## src/rtl/alu_request_arbiter.sv

```systemverilog
// Round-robin arbiter that lets two requesters share one 8-bit ALU.
// It screens illegal opcodes and divide-by-zero, and holds operands on the ALU for ALU_WAIT cycles.
module alu_request_arbiter #(
    parameter int ALU_WAIT = 1
) (
    input  logic        clk,
    input  logic        resetN,
    input  logic [1:0]  reqValid,
    output logic [1:0]  reqReady,
    input  logic [7:0]  reqOpCode,
    input  logic [15:0] reqOperandA,
    input  logic [15:0] reqOperandB,
    output logic [1:0]  rspValid,
    input  logic [1:0]  rspReady,
    output logic [7:0]  rspResult,
    output logic        rspCarryOut,
    output logic        rspError,
    output logic [7:0]  aluOperandA,
    output logic [7:0]  aluOperandB,
    output logic [3:0]  aluOpCode,
    input  logic [7:0]  aluResult,
    input  logic        aluCarryOut,
    output logic        busy
);

    // Handshake: a transfer happens on any rising edge where valid and ready are both 1.
    // reqReady is a function of reqValid, so requesters must never wait on reqReady before raising valid.
    typedef enum logic [1:0] {IDLE, EXEC, RESP} state_t;

    localparam logic [3:0] WAIT_LOAD = 4'(ALU_WAIT - 1);

    state_t     state;
    logic       lastGrant;
    logic       owner;
    logic [3:0] waitCnt;

    logic       grant;
    logic       accept;
    logic       reqIllegal;
    logic [3:0] grantOpCode;
    logic [7:0] grantA;
    logic [7:0] grantB;

    always_comb begin
        grant       = (reqValid == 2'b11) ? ~lastGrant : reqValid[1];
        grantOpCode = grant ? reqOpCode[7:4]    : reqOpCode[3:0];
        grantA      = grant ? reqOperandA[15:8] : reqOperandA[7:0];
        grantB      = grant ? reqOperandB[15:8] : reqOperandB[7:0];
        reqIllegal  = (grantOpCode == 4'hE) || (grantOpCode == 4'hF) ||
                      ((grantOpCode == 4'h3) && (grantB == 8'h00));
        reqReady    = 2'b00;
        if (resetN && (state == IDLE) && reqValid[grant]) begin
            reqReady = grant ? 2'b10 : 2'b01;
        end
    end

    assign accept = |(reqValid & reqReady);

    always_ff @(posedge clk) begin
        if (!resetN) begin
            state       <= IDLE;
            lastGrant   <= 1'b1;
            owner       <= 1'b0;
            waitCnt     <= 4'd0;
            rspValid    <= 2'b00;
            rspResult   <= 8'h00;
            rspCarryOut <= 1'b0;
            rspError    <= 1'b0;
            aluOperandA <= 8'h00;
            aluOperandB <= 8'h00;
            aluOpCode   <= 4'h0;
            busy        <= 1'b0;
        end else begin
            case (state)
                IDLE: begin
                    if (accept) begin
                        aluOpCode   <= grantOpCode;
                        aluOperandA <= grantA;
                        aluOperandB <= grantB;
                        owner       <= grant;
                        busy        <= 1'b1;
                        // Rejected requests still load the ALU ports but skip execution.
                        if (reqIllegal) begin
                            rspResult   <= 8'h00;
                            rspCarryOut <= 1'b0;
                            rspError    <= 1'b1;
                            rspValid    <= grant ? 2'b10 : 2'b01;
                            state       <= RESP;
                        end else begin
                            waitCnt <= WAIT_LOAD;
                            state   <= EXEC;
                        end
                    end
                end
                EXEC: begin
                    if (waitCnt != 4'd0) begin
                        waitCnt <= waitCnt - 4'd1;
                    end else begin
                        rspResult   <= aluResult;
                        rspCarryOut <= aluCarryOut;
                        rspError    <= 1'b0;
                        rspValid    <= owner ? 2'b10 : 2'b01;
                        state       <= RESP;
                    end
                end
                RESP: begin
                    if (rspReady[owner]) begin
                        rspValid  <= 2'b00;
                        busy      <= 1'b0;
                        lastGrant <= owner;
                        state     <= IDLE;
                    end
                end
                default: state <= IDLE;
            endcase
        end
    end

endmodule
```

## config.mk

```make
export PLATFORM = sky130hd
export DESIGN_NAME = alu_request_arbiter
export DESIGN_NICKNAME = d
export VERILOG_FILES = /design/src/rtl/alu_request_arbiter.sv
export SDC_FILE = /design/constraint.sdc
export NUM_CORES = 1
export LEC_CHECK = 0
export CORE_ASPECT_RATIO = 0.75
export CORE_UTILIZATION = 62
export CTS_CLUSTER_SIZE = 30
export DETAILED_ROUTE_END_ITERATION = 16
export DONT_BUFFER_PORTS = 1
export MAX_ROUTING_LAYER = met4
export PLACE_DENSITY = 0.83
export SYNTH_ARGS = -nofsm -noshare
export SYNTH_HDL_FRONTEND = slang
export SYNTH_SLANG_ARGS = --single-unit
```

## constraint.sdc

```tcl
create_clock -name clk -period 2 [get_ports clk]
set_input_delay 0.4 -clock clk [delete_from_list [all_inputs] [get_ports clk]]
set_output_delay 0.4 -clock clk [all_outputs]
set_load 0.02 [all_outputs]
```

==> impl_metrics.sql <==
INSERT INTO impl_metrics (metric_group, metric, value, unit) VALUES
('die', 'floorplan.initialDensity', '0.669', ''),
('worst_setup_path', 'worst-endpoint-arrival', '1.46', 'ns'),
('pwr', 'switching_share', '0.422', ''),
('pwr', 'clock_power_share', '0.189', ''),
('grt', 'grt_pass1_vias', '1595', ''),
('detailed_routing', 'remaining_drc_errors', '0', ''),
('yosys', 'syn-num-nets', '277', ''),
('status', 'run_status', 'complete, no violations', ''),
('worst_setup_path', 'crit_start', 'state[0]', ''),
('detailed_routing', 'num_vias', '1715', ''),
('clocking', 'cts_hold_buf', '0', ''),
('yosys', 'synth_cell_type_count', '47', ''),
('worst_setup_path', 'worst_r2r_path_depth', '8', ''),
('yosys', 'syn-instance-count', '216', ''),
('detailed_routing', 'first_pass_iters', '4', ''),
('place', 'numPortBuffers', '0', ''),
('clocking', 'post-cts-setup-buffers', '0', ''),
('worst_setup_path', 'critical_path_required', '1.60', 'ns'),
('pwr', 'power_leakage', '0.854', 'nW'),
('die', 'core_area', '0.00302', 'mm^2'),
('yosys', 'synth_top_cells_by_area', 'sky130_fd_sc_hd__dfxtp_1, sky130_fd_sc_hd__mux2i_1, sky130_fd_sc_hd__a211oi_1, sky130_fd_sc_hd__nor2_1, sky130_fd_sc_hd__a22o_1', ''),
('yosys', 'synthesis.area', '0.00202', 'mm^2'),
('grt', 'grt_start_max_net_pins', '42', ''),
('sta', 'max-slew-margin-rel', '0.674', ''),
('die', 'die_h', '51.5', 'um'),
('sta', 'max_clock_freq', '539', 'MHz'),
('yosys', 'async_reset_ff_frac', '0', ''),
('sta', 'hold_viol_final', '0', ''),
('pwr', 'intPower', '0.00194', 'W'),
('yosys', 'synth_sequential_area_ratio', '0.406', ''),
('detailed_routing', 'post_drt_via_cell_ratio', '6.70', ''),
('worst_setup_path', 'crit_path_start_kind', 'flop', ''),
('layout', 'layout-drive-gt1-share', '0.115', ''),
('pwr', 'switchingPower', '0.00141', 'W'),
('yosys', 'yosys.area.top_type', 'sky130_fd_sc_hd__dfxtp_1', ''),
('place', 'gpl.final_weighted_congestion', '0.877', ''),
('grt', 'first_pass_grt_wire_length', '7310', 'um'),
('worst_setup_path', 'endpoint_kind', 'output port', ''),
('detailed_routing', 'drt_first_iter_violations', '149', ''),
('sta', 'timing.final.max_slew_violations', '0', ''),
('worst_setup_path', 'critical_path.reg2reg.endpoint', 'rspResult[5]', ''),
('pwr', 'worst_ir_drop_vdd', '0.969', 'mV'),
('job', 'max_cap_violations', '0', ''),
('yosys', 'synth_top_area_share', '0.406', ''),
('pwr', 'power.share.combinational', '0.351', ''),
('detailed_routing', 'detail_route.wl_per_cell', '18.8', 'um'),
('yosys', 'ys.warnings.count', '0', ''),
('clocking', 'h-tree-depth', '2', ''),
('yosys', 'avgSynthCellArea', '9.36', 'um^2'),
('sta', 'grt_setup_unrepaired', 'false', ''),
('die', 'rows', '17', ''),
('worst_hold_path', 'min_delay_worst_endpoint', 'lastGrant', ''),
('clocking', 'cts_buffer_depth', '2', ''),
('grt', 'global_route.overflow_total', '0', ''),
('worst_setup_path', 'critical_path_peak_fanout', '6', ''),
('sta', 'worst_clock_skew', '0.00512', 'ns'),
('clocking', 'clk-insertion-delay-late', '0.29', 'ns'),
('layout', 'area_delta_synth_final', '7.98', '%'),
('die', 'i_o_pin_count', '90', ''),
('clocking', 'tritoncts_clock_tree', 'built', ''),
('yosys', 'most_used_flip_flop_cell_after_synthesis', 'sky130_fd_sc_hd__dfxtp_1', ''),
('yosys', 'synth_enable_flop_cells', '0', ''),
('die', 'die_w', '67.9', 'um'),
('pwr', 'power.sequential.fraction', '0.460', ''),
('detailed_routing', 'routed_wire_length', '4810', 'um'),
('clocking', 'cts_inserted_buffers', '5', ''),
('worst_setup_path', 'timing.setup.critical_path_class', 'reg2out', ''),
('sta', 'min_period', '1.86', 'ns'),
('sta', 'worst_slew_pin_slew', '0.489', 'ns'),
('clocking', 'cts_sinks', '41', ''),
('detailed_routing', 'postRouteAntennaNets', '0', '');
cell usage after synthesis, types with 3 or more instances:
cell                       instances
sky130_fd_sc_hd__a21oi_1           8
sky130_fd_sc_hd__and3_1            3
sky130_fd_sc_hd__ha_1              6
sky130_fd_sc_hd__a22o_1            9
sky130_fd_sc_hd__a31oi_1           4
sky130_fd_sc_hd__buf_1             5
sky130_fd_sc_hd__inv_1             8
sky130_fd_sc_hd__buf_2             3
sky130_fd_sc_hd__nor3_1            3
sky130_fd_sc_hd__nand2_1           9
sky130_fd_sc_hd__nor2_1           26
sky130_fd_sc_hd__mux2i_1          21
sky130_fd_sc_hd__a211oi_1         21
sky130_fd_sc_hd__nand3_1           3
sky130_fd_sc_hd__nor4_1            3
sky130_fd_sc_hd__dfxtp_1          41
sky130_fd_sc_hd__nor2b_1           3
sky130_fd_sc_hd__o21ai_0           5
sky130_fd_sc_hd__clkbuf_1          3
state kept, by name, summed over array words and instances (netlist names):
signal / cells
rspValid: 2
rspResult: 8
aluOpCode: 4
rspCarryOut: 1
busy: 1
lastGrant: 1
waitCnt: 4
rspError: 1
aluOperandA: 8
state: 2
owner: 1
aluOperandB: 8
timing repair:
action	CTS	global route
pin swaps	0	0
setup endpoints to repair	1	11
resized for setup	1	3
worst max-delay path: stages, from the launching register on:
cell                      delay, ns
sky130_fd_sc_hd__dfxtp_1       0.33
sky130_fd_sc_hd__inv_1         0.14
sky130_fd_sc_hd__ha_4          0.19
sky130_fd_sc_hd__o21a_2        0.19
sky130_fd_sc_hd__nand2_1       0.08
sky130_fd_sc_hd__nor2_1        0.08
sky130_fd_sc_hd__buf_4         0.14
cells by family after synthesis:
| group | share of synthesized area |
|---|---|
| AO/OA/AOI/OAI | 0.236 |
| AND/OR/NAND/NOR | 0.153 |
| flip-flops | 0.406 |
| multiplexers | 0.117 |
| buffers and inverters | 0.0501 |
| adder cells (fa/ha/maj) | 0.0371 |
cells in the final DEF (no fill, tap or decap), types with 2 or more instances in the layout:
cell type and n:
sky130_fd_sc_hd__a21oi_1 7, sky130_fd_sc_hd__a22o_1 9, sky130_fd_sc_hd__nand2_1 9, sky130_fd_sc_hd__a31oi_1 4, sky130_fd_sc_hd__nor3_1 3, sky130_fd_sc_hd__nor4b_1 2, sky130_fd_sc_hd__a211oi_1 21, sky130_fd_sc_hd__and3_1 3
sky130_fd_sc_hd__clkbuf_8 5, sky130_fd_sc_hd__nor4_1 3, sky130_fd_sc_hd__a311oi_1 2, sky130_fd_sc_hd__nor2b_1 3, sky130_fd_sc_hd__inv_1 8, sky130_fd_sc_hd__and2_1 2, sky130_fd_sc_hd__mux2i_1 21, sky130_fd_sc_hd__nand3_1 3
sky130_fd_sc_hd__o21ai_0 5, sky130_fd_sc_hd__ha_1 5, sky130_fd_sc_hd__dfxtp_1 41, sky130_fd_sc_hd__nor2_1 26, sky130_fd_sc_hd__buf_4 8
through the flow:
stage / setup slack (ns) / cells / hold slack, ns / cell area, um^2 / power (W)
finish: 0.145 / 256 / 0.198 / 2180 / 0.00335
CTS: 0.00814 / 256 / 0.189 / 2170 / 0.00331
floorplan: 0.0242 / 216 / 0.441 / 2020 / 0.00240
detailed placement: 0.0458 / 249 / 0.463 / 2060 / 0.00268
global placement: 0.0905 / 249 / 0.464 / 2060 / 0.00262
global route: 0.0307 / 256 / 0.189 / 2180 / 0.00355
cell type report:
type	instances	area (um^2)
multi-input combinational	153	1120
fill	237	837
sequential	41	821
clock buffer	5	68.8
timing repair buffer	8	60.1
tap	38	47.5
clock inverter	2	35.0
inverter	9	33.8
worst max path at each step:
stage	end	slack, ns	cells past startpoint
final	reqReady[0]	0.14	6
after global routing	reqReady[0]	0.03	6
after CTS	rspResult[5]	0.008	8
after detailed placement	rspResult[5]	0.05	8
after global placement	rspResult[2]	0.09	8
after floorplan	reqReady[1]	0.02	6
routing by layer:
metal | part of all wire | wire length, um | track usage | up-vias
met5 | 0 | 0 | - | -
li1 | - | - | - | 807
met1 | 0.45 | 2180 | 0.373 | 800
met4 | 0.025 | 118 | 0.149 | 0
met2 | 0.45 | 2140 | 0.428 | 91
met3 | 0.076 | 367 | 0.0893 | 17
power groups by stage:
stage / Sequential [W] / Clock (W) / Combinational, W
2_1_floorplan: 0.00151 / 0 / 0.000891
3_3_place_gp: 0.00155 / 0 / 0.00107
3_5_place_dp: 0.00156 / 0 / 0.00112
4_1_cts: 0.00154 / 0.000639 / 0.00113
5_1_grt: 0.00158 / 0.000672 / 0.00130
6_report: 0.00154 / 0.000632 / 0.00118
Power figures use the tool's default switching activity.
